### src/rtl/pio_edge_capture.sv
// pio_edge_capture
//   Input-conditioning front end for a PIO input path. Raw pins are synchronised,
//   optionally debounced, and the clean level is driven on stable_out. Edges on the
//   clean level are latched in a sticky edge-capture register that raises irq when
//   the matching mask bit is set. An Avalon-MM slave exposes DATA (addr 0),
//   IRQ_MASK (addr 2) and EDGE_CAP (addr 3, write-1-to-clear).
//
//   Build option: define PIO_EDGE_DEBOUNCE_EN to include the per-bit debounce
//   counters. Without it the synchronised sample is registered straight onto
//   stable_out and DEBOUNCE_CYCLES is ignored.
//
// Ports
//   clk         system clock
//   reset_n     asynchronous active-low reset
//   in_port     raw asynchronous pin inputs
//   address     word address
//   chipselect  slave select
//   write_n     active-low write strobe
//   writedata   write data, bits [WIDTH-1:0] used
//   readdata    registered read data, zero-extended, one clock read latency
//   stable_out  clean (debounced) level
//   irq         level interrupt, active high, registered
`timescale 1ns/1ps
module pio_edge_capture #(
  parameter int WIDTH           = 8,
  parameter int SYNC_STAGES     = 2,
  parameter int DEBOUNCE_CYCLES = 1000,
  parameter int EDGE_TYPE       = 0
) (
  input  logic              clk,
  input  logic              reset_n,
  input  logic [WIDTH-1:0]  in_port,
  input  logic [2:0]        address,
  input  logic              chipselect,
  input  logic              write_n,
  input  logic [31:0]       writedata,
  output logic [31:0]       readdata,
  output logic [WIDTH-1:0]  stable_out,
  output logic              irq
);

  localparam logic [1:0] EDGE_SEL = 2'(EDGE_TYPE);

  logic [SYNC_STAGES-1:0][WIDTH-1:0] sync_r;
  logic [WIDTH-1:0] sample_s;
  logic [WIDTH-1:0] stable_r;
  logic [WIDTH-1:0] stable_nxt_s;
  logic [WIDTH-1:0] stable_d_r;
  logic [WIDTH-1:0] edge_s;
  logic [WIDTH-1:0] mask_r;
  logic [WIDTH-1:0] mask_nxt_s;
  logic [WIDTH-1:0] cap_r;
  logic [WIDTH-1:0] cap_nxt_s;
  logic [WIDTH-1:0] clr_s;
  logic [31:0]      readdata_r;
  logic [31:0]      rd_nxt_s;
  logic             irq_r;
  logic             wr_s;
  logic             unused_wdata_s;

  assign sample_s       = sync_r[SYNC_STAGES-1];
  assign wr_s           = chipselect & ~write_n;
  assign unused_wdata_s = &{1'b0, writedata};

  // Synchroniser shift chain; stage 0 takes the raw pins.
  always_ff @(posedge clk or negedge reset_n) begin
    if (!reset_n) begin
      sync_r <= '0;
    end else begin
      sync_r <= {sync_r[SYNC_STAGES-2:0], in_port};
    end
  end

`ifdef PIO_EDGE_DEBOUNCE_EN
  localparam int CNT_W = $clog2(DEBOUNCE_CYCLES + 1);
  localparam logic [CNT_W-1:0] CNT_LAST = CNT_W'(DEBOUNCE_CYCLES - 1);

  logic [WIDTH-1:0][CNT_W-1:0] cnt_r;
  logic [WIDTH-1:0][CNT_W-1:0] cnt_nxt_s;

  // Per-bit debounce: count consecutive cycles the sample differs from the clean
  // level; the Nth such cycle commits the new level. Any return restarts at 0.
  // The >= compare keeps the counter from ever wrapping.
  always_comb begin
    cnt_nxt_s    = cnt_r;
    stable_nxt_s = stable_r;
    for (int i = 0; i < WIDTH; i++) begin
      if (sample_s[i] == stable_r[i]) begin
        cnt_nxt_s[i] = '0;
      end else if (cnt_r[i] >= CNT_LAST) begin
        stable_nxt_s[i] = sample_s[i];
        cnt_nxt_s[i]    = '0;
      end else begin
        cnt_nxt_s[i] = cnt_r[i] + CNT_W'(1);
      end
    end
  end

  // Debounce counter state.
  always_ff @(posedge clk or negedge reset_n) begin
    if (!reset_n) begin
      cnt_r <= '0;
    end else begin
      cnt_r <= cnt_nxt_s;
    end
  end
`else
  // No debounce: the clean level simply follows the synchronised sample.
  always_comb begin
    stable_nxt_s = sample_s;
  end
`endif

  // Edge detection on the clean level against its one-clock-delayed copy.
  always_comb begin
    case (EDGE_SEL)
      2'd0:    edge_s = stable_r & ~stable_d_r;
      2'd1:    edge_s = ~stable_r & stable_d_r;
      default: edge_s = stable_r ^ stable_d_r;
    endcase
  end

  // Register-file next state. A new edge overrides a W1C clear on the same bit.
  always_comb begin
    if (wr_s && (address == 3'd2)) begin
      mask_nxt_s = writedata[WIDTH-1:0];
    end else begin
      mask_nxt_s = mask_r;
    end
    if (wr_s && (address == 3'd3)) begin
      clr_s = writedata[WIDTH-1:0];
    end else begin
      clr_s = '0;
    end
    cap_nxt_s = (cap_r & ~clr_s) | edge_s;
  end

  // Read mux, evaluated every clock regardless of chipselect.
  always_comb begin
    rd_nxt_s = 32'd0;
    case (address)
      3'd0:    rd_nxt_s[WIDTH-1:0] = stable_r;
      3'd2:    rd_nxt_s[WIDTH-1:0] = mask_r;
      3'd3:    rd_nxt_s[WIDTH-1:0] = cap_r;
      default: rd_nxt_s = 32'd0;
    endcase
  end

  // State registers; irq is decoded from capture and mask flops only.
  always_ff @(posedge clk or negedge reset_n) begin
    if (!reset_n) begin
      stable_r   <= '0;
      stable_d_r <= '0;
      mask_r     <= '0;
      cap_r      <= '0;
      readdata_r <= 32'd0;
      irq_r      <= 1'b0;
    end else begin
      stable_r   <= stable_nxt_s;
      stable_d_r <= stable_r;
      mask_r     <= mask_nxt_s;
      cap_r      <= cap_nxt_s;
      readdata_r <= rd_nxt_s;
      irq_r      <= |(cap_r & mask_r);
    end
  end

  assign readdata   = readdata_r;
  assign stable_out = stable_r;
  assign irq        = irq_r;

endmodule
### config.mk
export PLATFORM = sky130hd
export DESIGN_NAME = pio_edge_capture
export DESIGN_NICKNAME = d
export VERILOG_FILES = /design/src/rtl/pio_edge_capture.sv
export SDC_FILE = /design/constraint.sdc
export NUM_CORES = 1
export LEC_CHECK = 0
export BUFFER_PORTS_ARGS = -buffer_cell sky130_fd_sc_hd__buf_4
export CAP_MARGIN = 30
export CORE_ASPECT_RATIO = 0.6
export CORE_MARGIN = 2
export CORE_UTILIZATION = 51
export DETAILED_ROUTE_END_ITERATION = 10
export GPL_ROUTABILITY_DRIVEN = 0
export PLACE_DENSITY = 0.84
export REMOVE_ABC_BUFFERS = 1
export SYNTH_ARGS = -nofsm -noshare
export SYNTH_HDL_FRONTEND = slang
export SYNTH_SLANG_ARGS = --single-unit
### constraint.sdc
create_clock -name clk -period 1.6 [get_ports clk]
set_input_delay 0.32 -clock clk [delete_from_list [all_inputs] [get_ports clk]]
set_output_delay 0.32 -clock clk [all_outputs]
set_load 0.03 [all_outputs]
After elaboration in Yosys (flattened, before gate mapping)

Cells that the tools add are included.

Bits in registers: 57
Bits of input ports: 47
Output and inout bits: 41

Eq/ne operators: 2
Multiplexer cells: 2
Bitwise logic cells: 8
Reduce and logical (&&, ||, !) cells: 4

Operator list:

| cell                                                             | number |
|---|---|
| 8-bit bitwise AND                                                | 3 |
| 8-bit one-hot mux with 3 select lines                            | 1 |
| 8-bit NOT                                                        | 2 |
| 8-bit 2-to-1 mux                                                 | 1 |
| 8-bit bitwise OR                                                 | 1 |
| 8-bit OR reduction                                               | 1 |
| 3-bit by 2-bit == test with 1-bit output (second input constant) | 2 |
| 3-bit logical NOT                                                | 1 |
| 1-bit logical AND                                                | 2 |
| 1-bit bitwise AND                                                | 1 |
| 1-bit NOT                                                        | 1 |

Longest topological paths before layout

Word-level depth: 7
Depth in mapped cells: 6
Gate-level depth less buffers: 3

Worst setup path after synthesis

Ideal clock, no wire load.

Path type: input -> register
From: input port address[2]
To: register mask_r[0]
Data arrival time: 1.757 ns
Required time: 1.475 ns
Setup slack: -0.282 ns
Stages: 6
Buffers on the path: 3
Path through: buf_6 > or3b_4 > buf_6 > or3b_4 > buf_6 > mux2_4

Longest elaborated chain between the ends: 2

RTL lines:

| element                                  | line | text |
|---|---|---|
| start: declaration                       | 33   | `input logic [2:0] address,` |
| 3-bit by 2-bit == test with 1-bit output | 125  | `if (wr_s && (address == 3'd2)) begin` |
| 1-bit logical AND                        | 125  |  |
| end signal: assignment                   | 161  | `mask_r <= mask_nxt_s;` |
| end: declaration                         | 50   | `logic [WIDTH-1:0] mask_r;` |

No other way between the ends.
A chain may end at the register's enable or synchronous reset.

Worst setup path in the final report

From: input port address[2]
To: register mask_r[5]

Same word-level chain as after synthesis.

==> out/qor.txt <==
Run status: completed
Die H: 54.8 microns
Area Overhead vs Synth: 20.9%
Fin Clk Skew: 0.00615 ns
Routed wire per std cell: 13.2 microns
Ports: 88
Mapped cell area: 2190 sq um
Number of cells in the finished layout apart from fillers: 282
Number of register bits inferred by synthesis: 57
Total core area: 4120 sq um
Power per unit of standard cell area: 1210 nW/um^2
Worst hold-check slack: 0.0971 ns
Root Driver: sky130_fd_sc_hd__clkbuf_8
Total number of clock tree sinks: 57
Critical Path Sink Type: register
Instance count along the most critical hold path: 1
Ratio of final minimum period to clock period: 90.2%
Max-cap check violation count: 0
Number of search-and-repair iterations in the first detailed-routing pass: 4
Total number of vias: 1300
Data required time of the worst path: 1.81 ns
Unrepaired setup endpoints after global routing: no
Startpoint of the lowest-slack register-to-register path: stable_out[3]
Clock edge transition at the registers on the reported setup and hold paths: 0.06 ns
Largest net degree at the start of global routing: 34
Number of synthesis warnings: 0
Top cell type's share of synthesized area: 65.0%
Worst Reg2Reg Path Length in Cells: 3
Max Freq: 693 MHz
Most frequent CP cell: sky130_fd_sc_hd__or3b_4
Instance count of the mapped netlist: 169
Critical hold path startpoint: in_port[7]
Hold Crit Class: in2reg
Total negative setup slack: 0 ns
Fin. Hold Viols: 0
Lkg Pwr: 1.31 nW
Largest vdd supply drop: 756 uV
Post-synthesis cell type with the largest combined area: sky130_fd_sc_hd__dfrtp_1
Most common cell after layout, fill and taps aside: sky130_fd_sc_hd__dfrtp_1
# resized after CTS: 0
Critical Path Start Type: input port
Via count of the first global-routing pass: 1210
Iteration-0 DRC count of the detailed router: 131
Post-route minimum period: 1.44 ns
Longest individual stage delay on the worst path: 0.51 ns
Mean Syn Cell Area: 13.0 sq um
Filler instances: 326
Cts bufs inserted: 9
# setup viols final: 0
CTS tree: built
Hold Path End: sync_r[7]
Clock tree buffer depth: 2
Remaining antenna violation count after routing: 0
Chip width: 88.7 microns
Count of unique library cells instantiated by Yosys: 17
Worst reg2reg setup slack: 0.63 ns
Port Buffers: 39
Num rows: 18
DIE AREA: 4860 sq um
Vias per cell: 4.61
CTS H-tree depth: 3
Fraction of final layout cells sized beyond drive strength 1: 34.2%
Wirelength, routed: 3720 microns
Worst setup path category: in2reg
Crit path max-delay cell type: sky130_fd_sc_hd__or3b_4
DRC Markers: 0
Most used cells in the layout excluding fill and tap cells: sky130_fd_sc_hd__dfrtp_1, sky130_fd_sc_hd__buf_4, sky130_fd_sc_hd__conb_1, sky130_fd_sc_hd__o21ai_0, sky130_fd_sc_hd__clkbuf_8
Hold buffer count at CTS: 1
Initial antenna violation count: 0
CP Max Fanout: 8
Cells along the critical path: buf_4 > or3b_4 > or3b_4 > mux2_4
Dominant cells by area after synthesis: sky130_fd_sc_hd__dfrtp_1, sky130_fd_sc_hd__buf_4, sky130_fd_sc_hd__mux2_4, sky130_fd_sc_hd__mux2i_1, sky130_fd_sc_hd__o21ai_0
Final layout net count: 264
Starting Density: 53.2%
Post-detailed-placement half-perimeter wirelength: 2560 microns
Endpoint of the most critical register-to-register path: readdata[3]
Number of instances in the placed design: 265
Total overflow reported by the global router: 0
Post-CTS Setup Bufs: 0
Global-route wire length before repair: 5830 microns
Clock insertion delay at the later pin of the skew report: 0.33 ns
Global-route usage over all layers: 17.5%
Max-slew violation count: 0
Number of diodes: 0
Fraction of the yosys area taken by sequential cells: 65.0%
Arrival time worst endpoint: 1.65 ns
==> state kept, by name, summed over array words and instances (netlist names) <==
register,flops
stable_d_r,8
sync_r,8
stable_out,8
irq,1
cap_r,8
sample_s,8
readdata,8
mask_r,8
==> through the flow <==
step / area (sq um) / total power, mW / worst slack (ns) / util, %
floorplan: 2050 / 1.91 / -0.0517 / -
global placement: 2470 / 2.09 / -0.171 / 59.9
detailed placement: 2470 / 2.10 / -0.183 / 59.9
CTS: 2650 / 3.27 / 0.169 / 64.4
global route: 2650 / 3.38 / 0.161 / 64.4
finish: 2650 / 3.22 / 0.157 / 64.4
==> critical path: cells and delay by family <==
kind                   cells  cell delay [ns]
buffers and inverters      1             0.11
multiplexers               1             0.32
AND/OR/NAND/NOR            2             0.90
==> layer usage <==
metal | vias to the layer above | global-route usage [%] | wire length [microns]
met4 | 0 | 3.03 | 25
li1 | 613 | - | -
met3 | 3 | 10.7 | 375
met1 | 629 | 22.8 | 1580
met5 | - | 0 | 0
met2 | 55 | 25.5 | 1740
==> synthesized netlist by cell type <==
| cell type | count |
|---|---|
| sky130_fd_sc_hd__dfrtp_1 | 57 |
| sky130_fd_sc_hd__buf_4 | 24 |
| sky130_fd_sc_hd__o21ai_0 | 16 |
| sky130_fd_sc_hd__a21oi_1 | 8 |
| sky130_fd_sc_hd__inv_1 | 8 |
| sky130_fd_sc_hd__mux2_4 | 8 |
| sky130_fd_sc_hd__mux2i_1 | 8 |
| sky130_fd_sc_hd__nand2_1 | 8 |
| sky130_fd_sc_hd__nand3_1 | 8 |
| sky130_fd_sc_hd__or2_2 | 8 |
| sky130_fd_sc_hd__a22oi_1 | 4 |
| sky130_fd_sc_hd__clkbuf_1 | 4 |
| sky130_fd_sc_hd__buf_6 | 3 |
| sky130_fd_sc_hd__or3b_4 | 2 |
| sky130_fd_sc_hd__and2_1 | 1 |
| sky130_fd_sc_hd__conb_1 | 1 |
| sky130_fd_sc_hd__nand4_1 | 1 |
==> report_power, final <==
part           switching (mW)  internal, mW  leakage [nW]
Sequential             0.0720          1.55         0.658
Clock                   0.505         0.638        0.0932
Combinational           0.253         0.201         0.559
Total                   0.830          2.39          1.31
==> layout make-up <==
cell class | instances | area (sq um) | area share (%)
flip-flops and latches | 57 | 1430 | 53.7
clock buffers | 13 | 159 | 5.99
repair buffers | 45 | 353 | 13.3
inverters | 8 | 30.0 | 1.13
well taps | 60 | 75.1 | 2.83
clock inverters | 3 | 15.0 | 0.566
multi-input cells | 96 | 596 | 22.4
==> kinds of logic after synthesis <==
| family | after synthesis | share of synthesized area (%) |
|---|---|---|
| flip-flops | 57 | 65.0 |
| buffers and inverters | 39 | 11.8 |
| AO/OA/AOI/OAI | 28 | 6.84 |
| AND/OR/NAND/NOR | 28 | 7.07 |
| multiplexers | 16 | 9.12 |
| other | 1 | 0.171 |
==> worst max path at each step <==
stage                     end  slack [ns]  cells after the start       start
floorplan           mask_r[0]       -0.05                      3  address[2]
global placement    mask_r[6]       -0.17                      4  address[2]
detailed placement  mask_r[3]       -0.18                      4  address[2]
CTS                 mask_r[3]        0.17                      4  address[2]
global route        mask_r[0]        0.16                      4  address[2]
finish              mask_r[5]        0.16                      4  address[2]
Power figures use the tool's default switching activity.
